<file path="config.mk">
export PLATFORM = sky130hd
export DESIGN_NAME = mult_shift_add_32bit
export DESIGN_NICKNAME = d
export VERILOG_FILES = /design/src/rtl/mult_shift_add_32bit_pkg.sv /design/src/rtl/full_adder_32bit.sv /design/src/rtl/mult_shift_add_32bit.sv
export SDC_FILE = /design/constraint.sdc
export NUM_CORES = 1
export LEC_CHECK = 0
export ABC_CLOCK_PERIOD_IN_PS = 20400
export CAP_MARGIN = 20
export CORE_MARGIN = 3
export CORE_UTILIZATION = 57
export CTS_CLUSTER_SIZE = 30
export DETAILED_ROUTE_END_ITERATION = 10
export PLACE_DENSITY = 0.87
export SLEW_MARGIN = 0
export SYNTH_ARGS = -nofsm -noshare
export SYNTH_HDL_FRONTEND = slang
export SYNTH_SLANG_ARGS = --single-unit
</file>
<file path="constraint.sdc">
create_clock -name clk -period 20.4 [get_ports clk]
set_input_delay 3.06 -clock clk [delete_from_list [all_inputs] [get_ports clk]]
set_output_delay 3.06 -clock clk [all_outputs]
set_load 0.005 [all_outputs]
</file>
<file path="src/rtl/mult_shift_add_32bit_pkg.sv">
// Shared constants for the sequential shift-and-add multiplier:
// FSM state encodings and the index of the final iteration.
package mult_shift_add_32bit_pkg;

  typedef logic [1:0] state_t;

  localparam state_t S_IDLE = 2'd0;
  localparam state_t S_RUN  = 2'd1;
  localparam state_t S_DONE = 2'd2;

  localparam int ITER_LAST = 31;

endpackage

</file>
<file path="src/rtl/full_adder_32bit.sv">
// 32-bit ripple-carry adder with carry-out, no carry-in.
// Built from a chain of single-bit full-adder cells.
module full_adder_32bit (
  input  logic [31:0] a,
  input  logic [31:0] b,
  output logic [31:0] sum,
  output logic        carry_out
);

  logic [32:0] carry;

  assign carry[0] = 1'b0;

  for (genvar i = 0; i < 32; i++) begin : g_bit
    assign sum[i]       = a[i] ^ b[i] ^ carry[i];
    assign carry[i + 1] = (a[i] & b[i]) | (carry[i] & (a[i] ^ b[i]));
  end

  assign carry_out = carry[32];

endmodule

</file>
<file path="src/rtl/mult_shift_add_32bit.sv">
// Unsigned 32x32 -> 64 sequential multiplier: one add-and-shift step per clock
// through a single full_adder_32bit, with a start/busy/done handshake.
module mult_shift_add_32bit
  import mult_shift_add_32bit_pkg::*;
#(
  parameter int WIDTH  = 32,
  parameter int ITER_W = 6
) (
  input  logic                 clk,
  input  logic                 rst,
  input  logic                 start,
  input  logic [WIDTH-1:0]     a,
  input  logic [WIDTH-1:0]     b,
  output logic                 ready,
  output logic                 busy,
  output logic                 done,
  output logic [2*WIDTH-1:0]   product
);

  // The adder instance is hard-wired to 32 bits, so no other width can work.
  if (WIDTH != 32) begin : g_width_check
    $error("mult_shift_add_32bit: only WIDTH=32 is supported");
  end

  state_t               state_q, state_d;
  logic [ITER_W-1:0]    cnt_q, cnt_d;
  logic [WIDTH-1:0]     m_q, m_d;
  logic [WIDTH-1:0]     hi_q, hi_d;
  logic [WIDTH-1:0]     lo_q, lo_d;
  logic [2*WIDTH-1:0]   product_q, product_d;

  logic [WIDTH-1:0]     addend;
  logic [WIDTH-1:0]     addSum;
  logic                 addCarry;
  logic [WIDTH:0]       sum33;
  logic                 lastIter;

  assign addend = lo_q[0] ? m_q : '0;

  full_adder_32bit u_adder (
    .a         (hi_q),
    .b         (addend),
    .sum       (addSum),
    .carry_out (addCarry)
  );

  // The carry re-enters as the new MSB of hi once the pair is shifted right.
  assign sum33    = {addCarry, addSum};
  assign lastIter = (cnt_q == ITER_W'(ITER_LAST));

  always_comb begin
    state_d   = state_q;
    cnt_d     = cnt_q;
    m_d       = m_q;
    hi_d      = hi_q;
    lo_d      = lo_q;
    product_d = product_q;

    case (state_q)
      S_IDLE: begin
        if (start) begin
          state_d = S_RUN;
          m_d     = a;
          hi_d    = '0;
          lo_d    = b;
          cnt_d   = '0;
        end
      end
      S_RUN: begin
        hi_d  = sum33[WIDTH:1];
        lo_d  = {sum33[0], lo_q[WIDTH-1:1]};
        cnt_d = cnt_q + ITER_W'(1);
        // Product is published only from the final step so it never shows partial sums.
        if (lastIter) begin
          state_d   = S_DONE;
          product_d = {sum33[WIDTH:1], sum33[0], lo_q[WIDTH-1:1]};
        end
      end
      S_DONE: begin
        state_d = S_IDLE;
      end
      default: begin
        state_d = S_IDLE;
      end
    endcase
  end

  always_ff @(posedge clk or posedge rst) begin
    if (rst) begin
      state_q   <= S_IDLE;
      cnt_q     <= '0;
      m_q       <= '0;
      hi_q      <= '0;
      lo_q      <= '0;
      product_q <= '0;
    end else begin
      state_q   <= state_d;
      cnt_q     <= cnt_d;
      m_q       <= m_d;
      hi_q      <= hi_d;
      lo_q      <= lo_d;
      product_q <= product_d;
    end
  end

  assign ready   = (state_q == S_IDLE);
  assign busy    = (state_q == S_RUN);
  assign done    = (state_q == S_DONE);
  assign product = product_q;

endmodule

</file>
Yosys cells after proc, flatten, opt, wreduce, memory -nomap -nowiden
Index checks and enable logic that the tools add are counted.
{"block": "op_classes", "n_mux": 10, "n_reduce_logical": 6, "bitwise": 157, "eq_ne": 5, "add_sub_neg": 1}
{"cell": "32-bit case mux with 2 select lines", "count": 2}
{"cell": "32-bit 2-to-1 mux", "count": 3}
{"cell": "1-bit bitwise AND", "count": 63}
{"cell": "1-bit XOR", "count": 63}
{"cell": "1-bit OR", "count": 31}
{"cell": "6-bit case mux with 2 select lines", "count": 1}
{"cell": "2-bit AND reduction", "count": 4}
{"cell": "6-bit by 1-bit adder with 6-bit output, second input constant", "count": 1}
{"cell": "6-bit by 5-bit equality test with 1-bit output, second input constant", "count": 1}
{"cell": "6-bit 2-to-1 mux", "count": 1}
{"cell": "2-bit 2-to-1 mux", "count": 2}
{"cell": "2-bit case mux with 2 select lines", "count": 1}
{"cell": "2-bit by 1-bit equality test with 1-bit output, second input constant", "count": 1}
{"cell": "2-bit equality test, second input constant", "count": 1}
{"cell": "2-bit logical NOT", "count": 1}
{"cell": "2-bit by 1-bit != test with 1-bit output, second input constant", "count": 1}
{"cell": "2-bit != test, second input constant", "count": 1}
{"cell": "2-bit nonzero test", "count": 1}
{"block": "word_totals", "register_bits": 168, "output_inout_bits": 67}

Logic depth before layout (Yosys ltp)
{"block": "logic_depth", "depth_word": 65, "mapped_depth": 36}

Cells and area by module
A second synthesis with hierarchy kept.
{"block": "hier_totals", "cells_unflattened": 706, "hier_area_um2": 7724.9}
{"module": "mult_shift_add_32bit", "instances": 1, "cells_per_inst": 664, "area_per_inst_um2": 7054.3}
{"module": "full_adder_32bit", "instances": 1, "cells_per_inst": 42, "area_per_inst_um2": 670.6}

Least setup slack after synthesis
Ideal clock, no wire load.
{"block": "synth_timing", "path_type": "reg-to-reg", "start": "register lo_q[0]", "end": "register hi_q[30]", "setup_ps": 133, "synth_period_minus_slack_ps": 13696, "path_stages_with_launch": 36, "required_time_ps": 20267, "t_arrival_ps": 13563, "slack_ps": 6704, "cell_sequence": "dfrtp_1 -> clkbuf_1 -> clkbuf_1 -> nand2_1 -> fa_1 -> fa_1 -> fa_1 -> fa_1 -> fa_1 -> fa_1 -> fa_1 -> fa_1 -> fa_1 -> fa_1 -> fa_1 -> fa_1 -> fa_1 -> fa_1 -> fa_1 -> fa_1 -> fa_1 -> fa_1 -> fa_1 -> fa_1 -> fa_1 -> fa_1 -> fa_1 -> fa_1 -> fa_1 -> fa_1 -> fa_1 -> fa_1 -> fa_1 -> fa_1 -> fa_1 -> o21ai_0"}
{"block": "synth_between", "elab_chain_cells": 64}
{"item": "start: declaration", "line": "mult_shift_add_32bit.sv:29", "source": "logic [WIDTH-1:0] lo_q, lo_d;"}
{"item": "start signal: assignment", "line": "mult_shift_add_32bit.sv:101", "source": "lo_q <= lo_d;"}
{"item": "32-bit 2-to-1 mux *", "line": "mult_shift_add_32bit.sv:38", "source": "assign addend = lo_q[0] ? m_q : '0;"}
{"item": "1-bit bitwise AND / 1-bit XOR (equally long branches)", "line": "full_adder_32bit.sv:16", "source": "assign carry[i + 1] = (a[i] & b[i]) | (carry[i] & (a[i] ^ b[i]));"}
{"item": "1-bit bitwise AND", "line": "full_adder_32bit.sv:16"}
{"item": "1-bit OR", "line": "full_adder_32bit.sv:16"}
{"item": "1-bit bitwise AND", "line": "full_adder_32bit.sv:16"}
{"item": "1-bit OR", "line": "full_adder_32bit.sv:16"}
{"item": "1-bit bitwise AND", "line": "full_adder_32bit.sv:16"}
{"item": "1-bit OR", "line": "full_adder_32bit.sv:16"}
{"item": "[48 not listed]"}
{"item": "1-bit bitwise AND", "line": "full_adder_32bit.sv:16"}
{"item": "1-bit OR", "line": "full_adder_32bit.sv:16"}
{"item": "1-bit bitwise AND", "line": "full_adder_32bit.sv:16"}
{"item": "1-bit OR", "line": "full_adder_32bit.sv:16"}
{"item": "1-bit bitwise AND", "line": "full_adder_32bit.sv:16"}
{"item": "1-bit OR", "line": "full_adder_32bit.sv:16"}
{"item": "1-bit XOR *", "line": "full_adder_32bit.sv:15", "source": "assign sum[i] = a[i] ^ b[i] ^ carry[i];"}
{"item": "32-bit case mux with 2 select lines *", "line": "mult_shift_add_32bit.sv:59", "source": "case (state_q)"}
{"item": "end signal: assignment", "line": "mult_shift_add_32bit.sv:100", "source": "hi_q <= hi_d;"}
{"item": "end: declaration", "line": "mult_shift_add_32bit.sv:28", "source": "logic [WIDTH-1:0] hi_q, hi_d;"}
Every way passes the cells marked *; elsewhere a longest branch is shown, timed or not.
A chain may end at the register's enable or synchronous reset.

Final worst setup path
Same ends and word-level chain as after synthesis.

==> out/summary.log <==
[placed_design] final RePlAce weighted congestion 0.805
[power] power density of the placed cells 137 mW/mm2
[clock_tree] TritonCTS buffer count 17
[timing] worst-margin pin slew 0.938 ns
[timing] minimum hold slack 0.504 ns
[setup_path] Data arrival, critical path 14.50 ns
[layout] filler cell count 836
[flow_run] number of maximum-capacitance violations 0
[global_routing] vias in the first global route 5,749
[layout] FF+latch area 0.00421 mm2
[synth] synthesized area divided by synthesized cell count 11.7 um2
[layout] share of post-route cells with drive strength above 1 0.141
[global_routing] GRT Util Overall 0.240
[synth] sequential share of the synthesized area 0.543
[layout] design area 0.00980 mm2
[setup_path] register-to-register setup slack 6.17 ns
[setup_path] Req. time, crit path 20.67 ns
[setup_path] worst path buffer plus inverter count 1
[clock_tree] clock tree from TritonCTS done
[floorplan] area of the die 0.0150 mm2
[setup_path] endpoint of the most critical register-to-register path hi_q[30]
[detailed_routing] met1 routed wirelength after detailed routing 7170 um
[global_routing] largest net degree at the start of global routing 95
[clock_tree] maximum root-to-sink buffer count 2
[timing] Layout Skew 0.00414 ns
[layout] layout-stage area growth over the synthesis result 26.6%
[min_path] Worst Hold Class flip-flop to flip-flop
[synth] nets in the synthesized netlist 760
[setup_path] largest fanout on the critical path 33
[setup_path] Crit-path slowest cell fa_1
[setup_path] Critical Path Start Type flip-flop
[timing] Setup Viol. Count Final 0
[power] static power due to leakage 4.60 nW
[floorplan] Rows 41
[min_path] hold_sp product[30]
[run_status] status finished clean
[synth] Synth area leaders dfrtp_1, fa_1, mux2_2
[layout] number of diodes added for antenna fixing 0
[layout] area occupied by multi-input gates 0.00310 mm2
[detailed_routing] DRC Markers 0
[timing] setup repair after global routing missed its margin no
[timing] clock period minus worst slack 14.23 ns
[min_path] hold path depth 1
[clock_tree] master cell of the clock root buffer clkbuf_16
[floorplan] io pins 134
[floorplan] Die Y 123 um
[detailed_routing] routed via count 5,308
[clock_tree] Resize count post-CTS 0
[clock_tree] worst-skew pair later-pin latency 0.42 ns
[clock_tree] CTS hold repair buffers 0
[detailed_routing] top metal layer carrying routed signals met4
[timing] max-slew violation total from the final report 0
[placed_design] detailed placer's ending HPWL 10,700 um
[setup_path] most common cell type on the critical path fa_1
[min_path] sink of the worst hold path product[30]
[detailed_routing] total length of routed met3 wires 1050 um
[synth] number of unique standard cell types used by synthesis 30
[synth] Warnings, synthesis 0
[floorplan] Starting Density 0.599
[clock_tree] number of H-tree levels 4
[floorplan] DIE WIDTH 123 um
[placed_design] count of port buffers added during placement 133
[detailed_routing] ratio of routed vias to standard cells 5.52
[layout] post-layout instance count excluding filler cells 961
[detailed_routing] overall routed net length 16,900 um
[synth] library cell occupying the most area in the post-synthesis netlist dfrtp_1
[layout] final-stage net count 877
[placed_design] cell count after placement 929
[timing] final setup TNS 0 ns
[setup_path] gate family responsible for the most delay along the worst path adder cells
[floorplan] core footprint 0.0129 mm2
[detailed_routing] per-cell routed wire length 17.5 um
[global_routing] GR Overflow Total 0
[setup_path] crit end category flip-flop
[global_routing] wire length of the first global-routing pass 28,000 um
[placed_design] Placed Area 0.00917 mm2
[timing] fraction of the cycle the final worst path needs 0.697
[global_routing] initial antenna violation count 0
[setup_path] type of the setup path with the least slack flip-flop to flip-flop
[clock_tree] clock input transition at the sequential cells of the worst setup and hold paths 0.06 ns
[setup_path] CP peak stage delay 0.53 ns
[setup_path] origin of the critical flop-to-flop path lo_q[0]
[synth] fraction of post-synthesis cell area in the top cell type by area 0.543
[detailed_routing] detailed router's first-iteration violation count 462
[timing] relative max-transition margin 0.375
[synth] synthesized instance count 660
[detailed_routing] first-pass iteration count of the detailed router 4
[timing] count of final hold-check violations 0
[detailed_routing] routed length on met2 8310 um
[power] maximum vdd ir drop 0.0768 mV
[synth] Seq cells post-synth 168
[setup_path] path depth of the worst reg2reg path 34
[timing] maximum frequency from static timing analysis 70.3 MHz
[clock_tree] TritonCTS Sinks 168
[clock_tree] buffers inserted during post-CTS setup optimization 0
[detailed_routing] Antenna Nets Post-Route 0
[power] post-layout total power 0.00135 W
[synth] mapped cell area 0.00774 mm2
[registers in the layout (all words and copies together), names as in the netlist]
signal and count:
cnt_q 6, hi_q 32, lo_q 32, m_q 32, product 64, state_q 2
[report_power, final]
group,internal [W],total [W],switching (W)
clock network,0.000198,0.000324,0.000126
registers,0.000470,0.000556,0.0000858
logic,0.000266,0.000466,0.000200
total,0.000934,0.00135,0.000412
[how the worst max path moves through the flow]
stage                     slack, ns     endpoint  depth (start not counted)    start
after CTS                      6.08     hi_q[30]                         34  lo_q[0]
after detailed placement       6.26     hi_q[30]                         34  lo_q[0]
after floorplan                6.70     hi_q[30]                         35  lo_q[0]
after global routing           5.71     hi_q[30]                         34  lo_q[0]
final                          6.17     hi_q[30]                         34  lo_q[0]
after global placement         6.48  product[62]                         34  lo_q[0]
[synthesized netlist by cell type]
master    instances
or3b_2            1
mux2i_1          33
buf_6             2
o41ai_1           1
nor2_1            2
nand4_1           1
buf_2             5
and2_1            1
nand2b_1          1
o311ai_0          2
inv_1            67
a22o_1            1
or4b_1            1
nand2_1          67
nand3_1          36
a22oi_1           2
clkbuf_1         35
o21ai_0          66
and3b_1          30
buf_1             1
nor2b_1           4
buf_4             1
mux2_2           48
ha_1              2
o21bai_1          1
nor3b_1           1
a21oi_1          32
mux2_4           17
dfrtp_1         168
fa_1             31
[cell families after synthesis]
logic type,Yosys count,share of synthesized area
multiplexers,98,0.146
buffers and inverters,111,0.0571
AO/OA/AOI/OAI,105,0.0708
flip-flops,168,0.543
AND/OR/NAND/NOR,145,0.0998
adder cells (fa/ha/maj),33,0.0834
[per-stage QoR]
step | setup WS, ns | utilization
after global routing | 5.71 | 0.758
after global placement | 6.48 | 0.709
after detailed placement | 6.26 | 0.709
final | 6.17 | 0.758
after CTS | 6.08 | 0.756
after floorplan | 6.70 | -
[cells in the final DEF (no fill, tap or decap), types with 30 or more instances in the layout]
master / n
mux2_2: 48
nand3_1: 36
clkdlybuf4s50_1: 133
dfrtp_1: 167
o21ai_0: 66
and3b_1: 30
mux2i_1: 33
a21oi_1: 32
inv_1: 66
fa_1: 31
nand2_1: 67
[final cells by class]
type | instances | area share
Clock buffer | 23 | 0.0518
Inverter | 67 | 0.0262
Timing Repair Buffer | 142 | 0.145
Tap cell | 172 | 0.0220
Sequential cell | 168 | 0.429
Multi-Input combinational cell | 381 | 0.317
Clock inverter | 8 | 0.00945
[routing by layer]
metal  vias to the layer above  GRT usage
met4                         0     0.0917
met5                         -          0
li1                       2426          -
met2                       192      0.396
met3                        33     0.0530
met1                      2657      0.315
Note: power is estimated with default switching activity, not from simulation.
